[src/rtl/key_pkg.sv]
// Shared types and constants for the keypad entry/display block.
// Contents: entry FSM state type, special keycodes, buffer and display widths,
// and the blank seven-segment pattern.
package key_pkg;

  typedef enum logic [1:0] {
    IDLE     = 2'd0,
    HELD     = 2'd1,
    WAIT_REL = 2'd2
  } state_e;

  localparam logic [3:0]  KEY_BKSP   = 4'hE;
  localparam logic [3:0]  KEY_ENTER  = 4'hF;
  localparam int unsigned MAX_DIGITS = 6;
  localparam int unsigned NIB_W      = 4;
  localparam int unsigned SEG_W      = 7;
  localparam int unsigned BUF_W      = MAX_DIGITS * NIB_W;
  localparam int unsigned DCNT_W     = 3;
  localparam logic [6:0]  SEG_BLANK  = 7'h7F;

endpackage

[src/rtl/hex7seg.sv]
// Combinational hex-to-seven-segment decoder, active-low segments {g,f,e,d,c,b,a}.
// Ports: i_nib   - 4-bit value to show
//        o_seg_c - active-low segment pattern (combinational)
module hex7seg
  import key_pkg::*;
(
  input  logic [NIB_W-1:0] i_nib,
  output logic [SEG_W-1:0] o_seg_c
);

  always_comb begin
    o_seg_c = SEG_BLANK;
    case (i_nib)
      4'h0: o_seg_c = 7'h40;
      4'h1: o_seg_c = 7'h79;
      4'h2: o_seg_c = 7'h24;
      4'h3: o_seg_c = 7'h30;
      4'h4: o_seg_c = 7'h19;
      4'h5: o_seg_c = 7'h12;
      4'h6: o_seg_c = 7'h02;
      4'h7: o_seg_c = 7'h78;
      4'h8: o_seg_c = 7'h00;
      4'h9: o_seg_c = 7'h10;
      4'hA: o_seg_c = 7'h08;
      4'hB: o_seg_c = 7'h03;
      4'hC: o_seg_c = 7'h46;
      4'hD: o_seg_c = 7'h21;
      4'hE: o_seg_c = 7'h06;
      4'hF: o_seg_c = 7'h0E;
      default: o_seg_c = SEG_BLANK;
    endcase
  end

endmodule

[src/rtl/key_entry_display.sv]
// Keypad entry editor: one action per physical press, 6-digit shift buffer with
// backspace (E) and enter (F), committed value with strobe, six 7-seg displays.
// Ports: clk, rst_n        - clock, async active-low reset
//        key_valid         - level, debounced key pressed
//        key_code          - keycode, valid while key_valid=1
//        entry_value       - last committed buffer (nibble 0 = last typed)
//        entry_done        - one-cycle strobe when entry_value updates
//        digit_count       - digits in buffer (0..6)
//        overflow          - sticky shift-in-while-full flag
//        HEX0..HEX5        - active-low segments, HEX0 rightmost
module key_entry_display
  import key_pkg::*;
#(
  parameter int unsigned RELEASE_CYCLES = 1024,
  parameter int unsigned CNT_W          = 11
) (
  input  logic              clk,
  input  logic              rst_n,
  input  logic              key_valid,
  input  logic [3:0]        key_code,
  output logic [BUF_W-1:0]  entry_value,
  output logic              entry_done,
  output logic [DCNT_W-1:0] digit_count,
  output logic              overflow,
  output logic [SEG_W-1:0]  HEX0,
  output logic [SEG_W-1:0]  HEX1,
  output logic [SEG_W-1:0]  HEX2,
  output logic [SEG_W-1:0]  HEX3,
  output logic [SEG_W-1:0]  HEX4,
  output logic [SEG_W-1:0]  HEX5
);

  localparam logic [CNT_W-1:0]  REL_LAST = CNT_W'(RELEASE_CYCLES - 1);
  localparam logic [DCNT_W-1:0] DIG_MAX  = DCNT_W'(MAX_DIGITS);

  state_e                             r_state, w_state_nxt;
  logic [CNT_W-1:0]                   r_rel_cnt, w_rel_nxt;
  logic [BUF_W-1:0]                   r_buf, w_buf_nxt;
  logic [DCNT_W-1:0]                  r_count, w_cnt_nxt;
  logic [BUF_W-1:0]                   r_entry, w_entry_nxt;
  logic                               r_done, w_done_nxt;
  logic                               r_ovf, w_ovf_nxt;
  logic [MAX_DIGITS-1:0][SEG_W-1:0]   r_hex;
  logic [MAX_DIGITS-1:0][SEG_W-1:0]   w_glyph;
  logic [MAX_DIGITS-1:0][SEG_W-1:0]   w_hex_nxt;

  // Press/release tracking and buffer edit; the action fires only on leaving IDLE.
  always_comb begin
    w_state_nxt = r_state;
    w_rel_nxt   = r_rel_cnt;
    w_buf_nxt   = r_buf;
    w_cnt_nxt   = r_count;
    w_entry_nxt = r_entry;
    w_done_nxt  = 1'b0;
    w_ovf_nxt   = r_ovf;
    case (r_state)
      IDLE: begin
        if (key_valid) begin
          w_state_nxt = HELD;
          w_rel_nxt   = '0;
          if (key_code == KEY_ENTER) begin
            w_entry_nxt = r_buf;
            w_done_nxt  = 1'b1;
            w_buf_nxt   = '0;
            w_cnt_nxt   = '0;
            w_ovf_nxt   = 1'b0;
          end else if (key_code == KEY_BKSP) begin
            w_ovf_nxt = 1'b0;
            if (r_count != '0) begin
              w_buf_nxt = {NIB_W'(0), r_buf[BUF_W-1:NIB_W]};
              w_cnt_nxt = r_count - DCNT_W'(1);
            end
          end else if (r_count < DIG_MAX) begin
            w_buf_nxt = {r_buf[BUF_W-NIB_W-1:0], key_code};
            w_cnt_nxt = r_count + DCNT_W'(1);
          end else begin
            w_ovf_nxt = 1'b1;
          end
        end
      end
      HELD: begin
        if (!key_valid) begin
          w_state_nxt = WAIT_REL;
          w_rel_nxt   = CNT_W'(1);
        end
      end
      WAIT_REL: begin
        // A short high blip is bounce: back to HELD without a new action.
        if (key_valid) begin
          w_state_nxt = HELD;
          w_rel_nxt   = '0;
        end else if (r_rel_cnt >= REL_LAST) begin
          w_state_nxt = IDLE;
        end else begin
          w_rel_nxt = r_rel_cnt + CNT_W'(1);
        end
      end
      default: w_state_nxt = WAIT_REL;
    endcase
  end

  // Display glyphs follow the current buffer, blank above the digit count.
  for (genvar gi = 0; gi < MAX_DIGITS; gi++) begin : g_dig
    hex7seg u_seg (
      .i_nib   (r_buf[NIB_W*gi +: NIB_W]),
      .o_seg_c (w_glyph[gi])
    );
    assign w_hex_nxt[gi] = (r_count > DCNT_W'(gi)) ? w_glyph[gi] : SEG_BLANK;
  end

  // State and output registers; reset starts in WAIT_REL so a held key is ignored.
  always_ff @(posedge clk or negedge rst_n) begin
    if (!rst_n) begin
      r_state   <= WAIT_REL;
      r_rel_cnt <= '0;
      r_buf     <= '0;
      r_count   <= '0;
      r_entry   <= '0;
      r_done    <= 1'b0;
      r_ovf     <= 1'b0;
      r_hex     <= {MAX_DIGITS{SEG_BLANK}};
    end else begin
      r_state   <= w_state_nxt;
      r_rel_cnt <= w_rel_nxt;
      r_buf     <= w_buf_nxt;
      r_count   <= w_cnt_nxt;
      r_entry   <= w_entry_nxt;
      r_done    <= w_done_nxt;
      r_ovf     <= w_ovf_nxt;
      r_hex     <= w_hex_nxt;
    end
  end

  assign entry_value = r_entry;
  assign entry_done  = r_done;
  assign digit_count = r_count;
  assign overflow    = r_ovf;
  assign HEX0        = r_hex[0];
  assign HEX1        = r_hex[1];
  assign HEX2        = r_hex[2];
  assign HEX3        = r_hex[3];
  assign HEX4        = r_hex[4];
  assign HEX5        = r_hex[5];

endmodule

[config.mk]
export PLATFORM = sky130hd
export DESIGN_NAME = key_entry_display
export DESIGN_NICKNAME = d
export VERILOG_FILES = /design/src/rtl/key_pkg.sv /design/src/rtl/hex7seg.sv /design/src/rtl/key_entry_display.sv
export SDC_FILE = /design/constraint.sdc
export NUM_CORES = 1
export LEC_CHECK = 0
export CORE_UTILIZATION = 56
export DETAILED_ROUTE_END_ITERATION = 10
export GPL_TIMING_DRIVEN = 1
export PLACE_DENSITY = 0.85
export SKIP_LAST_GASP = 1
export SLEW_MARGIN = 15
export SYNTH_ARGS = -nofsm -noshare
export SYNTH_HDL_FRONTEND = slang
export SYNTH_SLANG_ARGS = --single-unit
export TNS_END_PERCENT = 50
[constraint.sdc]
create_clock -name clk -period 2.8 [get_ports clk]
set_input_delay 0.56 -clock clk [delete_from_list [all_inputs] [get_ports clk]]
set_output_delay 0.56 -clock clk [all_outputs]
set_load 0.02 [all_outputs]
== Yosys cells after proc, flatten, opt, wreduce, memory -nomap -nowiden ==
Memories as Yosys holds them, arrays and structs flattened.
Index checks and enable logic that the tools add are counted.
Storage, ports and cells
  register bits: 108
  memory bits (writable): 0
  ROM bits: 672
  memories kept: 6
  bits of input ports: 7
  bits in latches: 0
Memories
  (name not given): words 16, bits a word 7, read ports 1, clocked after Yosys merged registers in 0, write ports 0, RTL line hex7seg.sv:13  | case (i_nib)
  (name not given): words 16, bits a word 7, read ports 1, clocked after Yosys merged registers in 0, write ports 0, RTL line hex7seg.sv:13
  (name not given): words 16, bits a word 7, read ports 1, clocked after Yosys merged registers in 0, write ports 0, RTL line hex7seg.sv:13
  (name not given): words 16, bits a word 7, read ports 1, clocked after Yosys merged registers in 0, write ports 0, RTL line hex7seg.sv:13
  (name not given): words 16, bits a word 7, read ports 1, clocked after Yosys merged registers in 0, write ports 0, RTL line hex7seg.sv:13
  (name not given): words 16, bits a word 7, read ports 1, clocked after Yosys merged registers in 0, write ports 0, RTL line hex7seg.sv:13
Operators by class
  $mul: 0
  multiplexer cells: 30
  divide/modulo/power cells: 0
  $add $sub $neg: 3
  reduce and logical (&&, ||, !) cells: 9
  order comparisons: 8
  shift-type cells: 0
  bitwise gates (word level): 0
  equal/unequal tests: 10
Operator list (number)
  24-bit two-way mux: 4
  11-bit two-way mux: 4
  7-bit two-way mux: 6
  11-bit case mux with 3 select lines: 1
  3-bit two-way mux: 4
  11-bit by 1-bit adder with 11-bit output, second input constant: 1
  11-bit by 10-bit greater-or-equal comparator with 1-bit output, second input constant: 1
  3-bit inequality test, second input constant: 3
  3-bit AND reduction: 3
  3-bit nonzero test: 3
  4-bit == test, second input constant: 2
  2-bit two-way mux: 4
  4-bit AND reduction: 2
  3-bit by 1-bit greater-than comparator with 1-bit output, second input constant: 2
  3-bit by 2-bit greater-than comparator with 1-bit output, second input constant: 2
  3-bit greater-than comparator, second input constant: 2
  1-bit two-way mux: 6
  2-bit case mux with 3 select lines: 1
  2-bit inequality test, second input constant: 2
  3-bit by 1-bit adder with 3-bit output, second input constant: 1
  3-bit < comparator, second input constant: 1
  3-bit by 2-bit inequality test with 1-bit output, second input constant: 1
  3-bit by 1-bit subtractor with 3-bit output, second input constant: 1
  2-bit by 1-bit == test with 1-bit output, second input constant: 1
  2 further kinds: 2

== Depth between registers and ports, before layout ==
Gate-level depths: netlist of the first run.
  word-level depth: 4
  depth in mapped cells: 8

== Hierarchy ==
A second synthesis of the first run with hierarchy kept.
Second synthesis, totals
  cells, all modules: 577
  area total of the unflattened synthesis: 6421.2 um2
By module, submodules not included
  key_entry_display: area an instance 4769.6 um2, cells each 385, times used 1
  hex7seg: area an instance 275.3 um2, cells each 32, times used 6

== Worst setup path after synthesis of the first run ==
Ideal clock, no wire load.
  path type: reg2reg
  from: reg r_state[1]
  to: reg r_rel_cnt[6]
  slack: 0.857 ns
  cell stages (with the launch flop): 8
  arrival: 1.825 ns
  data required time: 2.682 ns
  cells stage by stage: dfstp_2 inv_1 ha_1 mux2_2 or2_0 clkbuf_1 a22o_1 a21o_1
Between the ends
  word-level cells in the longest chain between the ends: 3
  elaborated cells on any way between the ends: 9
  those cells by class: eq/ne: 5; mux: 1; reduce/logical: 3
RTL lines
  from (decl): RTL line key_entry_display.sv:36  | state_e r_state, w_state_nxt;
  from (signal assigned): RTL line key_entry_display.sv:123  | r_state <= w_state_nxt;
  2-bit == test, or another cell as far along: RTL line key_entry_display.sv:56  | case (r_state)
  3-bit inequality test (no line), or another cell as far along
  4-bit AND reduction (no line)
  to (signal assigned): RTL line key_entry_display.sv:124  | r_rel_cnt <= w_rel_nxt;
  to (decl): RTL line key_entry_display.sv:37  | logic [CNT_W-1:0] r_rel_cnt, w_rel_nxt;
Several ways; a longest one is shown, not always the timed one.
A chain may end at the register's enable or synchronous reset.

== Worst setup path in the final report of the first run ==
  from: reg r_count[1], in the netlist digit_count[1]
  to: reg r_count[0], in the netlist digit_count[0]
Between the ends
  word-level cells in the longest chain between the ends: 3
  elaborated cells on any way between the ends: 5
  those cells by class: order compare: 1; eq/ne: 1; reduce/logical: 3
RTL lines
  from (decl): RTL line key_entry_display.sv:39  | logic [DCNT_W-1:0] r_count, w_cnt_nxt;
  from (signal assigned): RTL line key_entry_display.sv:126  | r_count <= w_cnt_nxt;
  3-bit < comparator or 3-bit nonzero test (tied branches): RTL line key_entry_display.sv:73, key_entry_display.sv:69
  3-bit nonzero test (no line) or 3-bit by 2-bit inequality test with 1-bit output (tied branches)
  4-bit AND reduction (no line) (*)
Mark *: on every way between the ends. The rest lies on a longest branch, timed or not.

==> results_dict.tcl, run 1 <==
set metrics [dict create \
    gp_congestion 0.885 \
    netlist_area_um2 5900 \
    final_cell_mix "76 x clkdlybuf4s50_1, 75 x nand2_1, 65 x dfrtp_1, 47 x o211ai_1, 46 x ha_1" \
    synthArstFlopShare 1.00 \
    final_common_cell "clkdlybuf4s50_1" \
    yosysTopAreaCell "dfrtp_1" \
    yosysWarnings 0 \
    drc_errors 0 \
    rows 37 \
    irDropWorstVdd_v 0.000534 \
    grt_start_max_net_pins 52 \
    fmax_ghz 0.403 \
    ys_seq_area_frac 0.467 \
    worst-r2r-setup-slack_ns 0.32 \
    worstPathCellList "inv_1 -> ha_1 -> nand2b_1 -> o221ai_4 -> a211oi_1 -> a21o_1" \
    antenna_found_initial 0 \
    rr_startpoint "digit_count[1]" \
    drive_above_1_share 0.155 \
    drv_cap 0 \
    fp.dieH_um 105 \
    crit_family "compound AO/OA/AOI/OAI gates" \
    drt_iter0_markers 410 \
    post-route-period-util 0.886 \
    start_kind "register" \
    status "finished clean" \
    slew_headroom 0.247 \
    path_clk_slew_ns 0.10 \
    slowest_stage "o221ai_4" \
    seq_area_um2 2760 \
    rsz0062_at_grt "false" \
    grt_usage 0.240 \
    num_io_pins 78 \
    skew_ns 0.0105 \
    worstPathArrival_ns 2.75 \
    reg2regPathDepth 6 \
    setup_violations 0 \
    fill_cells 802 \
    grt_pass1_wl_um 21000 \
    place_ws_ns 0.101 \
    slew_violations 0 \
    path_buf_inv 1 \
    core-area_um2 10300 \
    worstPathMaxFanout 51 \
    power_density_nw_per_um2 1080 \
    areaGrowthSynthToFinish_pct 18.0 \
    syn-mean-instance-area_um2 9.99 \
    post-dp-hpwl_um 8830 \
    vias_per_cell 5.86 \
    critical_path_class "reg2reg" \
    postCtsHoldBufs 0 \
    numCtsBuffers 9 \
    ys_seq_elements 108 \
    die-area_um2 11000 \
    min-delay-path-class "in2async" \
    syn-num-nets 644 \
    synth_top_family_by_area "compound AO/OA/AOI/OAI gates" \
    vias 4589 \
    diodes 0 \
    first_global_vias 4366 \
    clock_latency_ns 0.37 \
    final.min_clock_period_ns 2.48 \
    routedWlPerCell_um 16.0 \
    dr.pass1.iters 5 \
    cts_setup_buffers 0 \
    ant_nets 0 \
    h-tree-depth 3 \
    synth_compound_area_frac 0.191 \
    crit_cells 6 \
    synth_edf_count 0 \
    ys_types 44 \
    synthAdderAreaFrac 0.0975 \
    cts_buffer_depth 2 \
    gr-total-overflow 0 \
    tritoncts "yes" \
    worst_pin_slew_ns 1.13 \
    yosys.area_share.simple 0.142 \
    synthTopCellsByArea "dfrtp_1 28%, dfstp_2 19%, ha_1 9.7%, o211ai_1 6.0%, mux2_2 5.3%" \
    muxShareOfSynthArea 0.0585 \
    synth-main-ff-cell "dfrtp_1" \
    synthCells 591 \
    timing.rr.end "digit_count[0]" \
    timing.final.ws_setup_ns 0.319 \
    netlist.area_leader.share 0.276 \
    fin_tns_setup_ns 0 \
    num-nets-final 695 \
    wl_um 12600 \
    start_util 0.574 \
    multi_input_area_um2 2910 \
    worst_setup_path_end_kind "register" \
    clkSinkCount 108 \
    synth_xor_xnor_area_share 0 \
    die_w_um 105 \
    ctsResizeCount 0 \
    cts_root_buf "clkbuf_8" \
    worst_path_largest_cell_delay_ns 0.96 \
    portBuffers 77 \
    p_leak_nw 2.90 \
    hold_violations 0 \
    cp_data_required_time_ns 3.07 \
]
-- worst max path at each step --
stage / from / end / slack (ns)
finish: digit_count[1] / digit_count[0] / 0.32
detailed placement: key_code[3] / r_buf[10] / 0.10
global route: digit_count[1] / r_buf[14] / 0.13
global placement: key_code[3] / digit_count[0] / 0.21
floorplan: r_state[1] / r_rel_cnt[6] / 0.86
CTS: digit_count[1] / r_buf[10] / 0.34
-- layer usage --
layer  GRT usage  share of wire  vias to the layer above
met5           0              0                        -
met3      0.0462          0.059                       17
met1       0.308           0.42                     2211
met2       0.403           0.51                      159
li1            -              -                     2202
met4      0.0926          0.014                        0
-- worst reg2reg max path, delay by kind of cell (launching register included) --
kind            cells  cell delay [ns]
flops               1             0.47
buf+inv             1             0.21
fa+ha+maj           1             0.18
compound gates      3             1.28
simple gates        1             0.25
-- cell families (layout without fill, tap and decap cells) --
| family | after synthesis | count (layout) |
|---|---|---|
| buffers and inverters | 67 | 123 |
| muxes | 31 | 31 |
| and+or+nand+nor | 169 | 169 |
| AOI/OAI and AO/OA | 170 | 170 |
| adders and majority gates | 46 | 46 |
| DFF | 108 | 108 |
-- sequential cells by signal, summed over array words and instances, names as in the netlist --
register and cells:
entry_value 24, r_buf 24, r_rel_cnt 11, HEX0 7
HEX1 7, HEX2 7, HEX3 7, HEX4 7
HEX5 7, digit_count 3, r_state 2, entry_done 1
overflow 1
-- Yosys cell counts (all sizes together), types with 2 or more instances --
library cell / instances
nor2b: 10
clkbuf: 37
a21oi: 36
mux2i: 3
o31ai: 4
mux2: 28
o211ai: 47
a211oi: 13
ha: 46
buf: 8
nand3b: 7
nor2: 9
nor3: 15
inv: 22
and3: 2
o21a: 13
a22o: 2
nand2b: 15
dfstp: 43
a221o: 5
a21o: 2
nor4: 4
nand2: 75
a32o: 2
o221ai: 2
or2: 4
nor3b: 10
dfrtp: 65
a31oi: 4
nand3: 15
o21ai: 34
-- power by group --
| part | internal, W | switching, W |
|---|---|---|
| Sequential | 0.00230 | 0.000661 |
| Clock | 0.000488 | 0.000512 |
| Combinational | 0.00159 | 0.00196 |
| Total | 0.00438 | 0.00314 |
-- stage by stage --
stage                     area [um2]   util  instances  hold WS [ns]  total power, W
after floorplan                 5900      -        591         0.264         0.00518
after global placement          6760  0.657        767         0.490         0.00637
after detailed placement        6760  0.657        767         0.496         0.00653
after CTS                       6970  0.678        783         0.204         0.00755
after global routing            6970  0.678        783         0.231         0.00802
final                           6970  0.678        783         0.185         0.00752
-- final cells by class --
type,instances,share of cell area
Inverter,22,0.0119
Tap cell,136,0.0244
Multi-Input combinational cell,416,0.417
Clock buffer,13,0.0242
Sequential cell,108,0.396
Timing Repair Buffer,85,0.121
Clock inverter,3,0.00628
No activity file was read; power rests on OpenSTA's default activity.
==> run 2: changes to the inputs <==
Clock period 2.8 ns to 2.6 ns, I/O delays scaled along.
==> run 2 against run 1 <==
  * Flip-flop and latch count unchanged
  * Non-clock buffer count unchanged
  * Utilization decreased by 0.18 points
  * Register-to-register slack better by 0.08 ns
  * Fmax rose by 12%
  * Routed wire length decreased by 1.9%
  * Design area fell by 0.27%
  * First-iteration DRC count shrank 23%
  * Global-route usage down 0.69 points
  * Clock power down 9%
  * Combinational power is 9.6% higher
  * Power grew 6.3%
  * Largest power group unchanged
==> results_dict.tcl, run 2 (synthesis gave the netlist of run 1 again) <==
set metrics [dict create \
    tritoncts "yes" \
    areaGrowthSynthToFinish_pct 17.7 \
    worstPathMaxFanout 13 \
    final_cell_mix "76 x clkdlybuf4s50_1, 75 x nand2_1, 65 x dfrtp_1, 47 x o211ai_1, 46 x ha_1" \
    worst-r2r-setup-slack_ns 0.39 \
    final_common_cell "clkdlybuf4s50_1" \
    hold_violations 0 \
    drc_errors 0 \
    slew_violations 0 \
    grt_start_max_net_pins 109 \
    start_util 0.574 \
    critPathCapture "r_rel_cnt[5]" \
    skew_ns 0.0115 \
    worst_path_largest_cell_delay_ns 0.62 \
    vias 4624 \
    post-route-period-util 0.848 \
    worst_hold_slack_ns 0.210 \
    grt_pass1_wl_um 20600 \
    clkSinkCount 108 \
    postCtsHoldBufs 0 \
    rr_startpoint "r_rel_cnt[0]" \
    antenna_found_initial 0 \
    ctsResizeCount 0 \
    num_io_pins 78 \
    rsz0062_at_grt "false" \
    fill_cells 779 \
    status "finished clean" \
    rows 37 \
    min-delay-path-class "in2async" \
    gp_congestion 0.818 \
    die-area_um2 11000 \
    p_leak_nw 2.88 \
    first_global_vias 4355 \
    grt_usage 0.233 \
    fin_tns_setup_ns 0 \
    cts_buffer_depth 2 \
    post-dp-hpwl_um 8670 \
    slew_headroom 0.593 \
    wl_um 12300 \
    path_buf_inv 0 \
    cp_data_required_time_ns 2.86 \
    drive_above_1_share 0.153 \
    portBuffers 77 \
    worst_setup_path_end_kind "register" \
    diodes 0 \
    reg2regPathDepth 5 \
    gr-usage-met1 0.305 \
    slowest_stage "o41a_1" \
    gr-total-overflow 0 \
    routedWlPerCell_um 15.7 \
    busiest_layer "met2" \
    h-tree-depth 3 \
    worstPathCellList "ha_1 -> a21oi_1 -> o41a_1 -> and3_1 -> a221o_1" \
    cp-startpoint "r_rel_cnt[0]" \
    final.min_clock_period_ns 2.21 \
    drv_cap 0 \
    power_density_nw_per_um2 1150 \
    crit_cells 5 \
    clock_latency_ns 0.37 \
    met3_usage 0.0462 \
    timing.rr.end "r_rel_cnt[5]" \
    ant_nets 0 \
    core-area_um2 10300 \
    cts_setup_buffers 0 \
    start_kind "register" \
    cts_root_buf "clkbuf_8" \
    irDropWorstVdd_v 0.000691 \
    path_clk_slew_ns 0.10 \
    use_met2 0.384 \
    numCtsBuffers 9 \
    critical_path_class "reg2reg" \
    drt_iter0_markers 316 \
    setup_violations 0 \
    dr.pass1.iters 5 \
    vias_per_cell 5.91 \
    worst_pin_slew_ns 0.607 \
    die_w_um 105 \
    fp.dieH_um 105 \
    num-nets-final 695 \
    fmax_ghz 0.453 \
    crit_family "compound AO/OA/AOI/OAI gates" \
    worstPathArrival_ns 2.47 \
]
==> run 2: cell type report <==
| class | instances | area, um2 | area share |
|---|---|---|---|
| multi-input combinational | 416 | 2910 | 0.418 |
| sequential | 108 | 2760 | 0.397 |
| timing repair buffer | 85 | 866 | 0.125 |
| tap | 136 | 170 | 0.0245 |
| clock buffer | 11 | 131 | 0.0189 |
| inverter | 22 | 82.6 | 0.0119 |
| clock inverter | 5 | 37.5 | 0.00540 |
==> run 2: metrics by stage <==
step / util / instance area [um2] / power [W] / setup WS (ns) / cells
floorplan: - / 5900 / 0.00558 / 0.657 / 591
global placement: 0.660 / 6780 / 0.00691 / 0.340 / 767
detailed placement: 0.660 / 6780 / 0.00709 / 0.289 / 767
CTS: 0.676 / 6950 / 0.00801 / 0.428 / 783
global route: 0.676 / 6950 / 0.00853 / 0.300 / 783
finish: 0.676 / 6950 / 0.00799 / 0.394 / 783
==> run 2: worst min path at each step <==
stage | slack, ns | cells past startpoint | endpoint | start
after floorplan | 0.22 | 0 | digit_count[0] | rst_n
final | 0.21 | 2 | r_rel_cnt[4] | rst_n
after CTS | 0.23 | 2 | entry_done | rst_n
after global placement | 0.49 | 1 | entry_value[17] | entry_value[17]
after global routing | 0.25 | 2 | entry_done | rst_n
after detailed placement | 0.50 | 1 | entry_value[11] | entry_value[11]
==> run 2: metal layers <==
layer,wire length (um),share of wire
met1,5310,0.43
met2,6050,0.49
met3,680,0.055
met4,293,0.024
met5,0,0
==> run 2: where the power goes <==
group	total (W)	leakage, nW	switching [W]	internal, W
clock	0.000914	0.0761	0.000562	0.000352
sequential	0.00318	1.29	0.000705	0.00248
combinational	0.00390	1.51	0.00215	0.00175
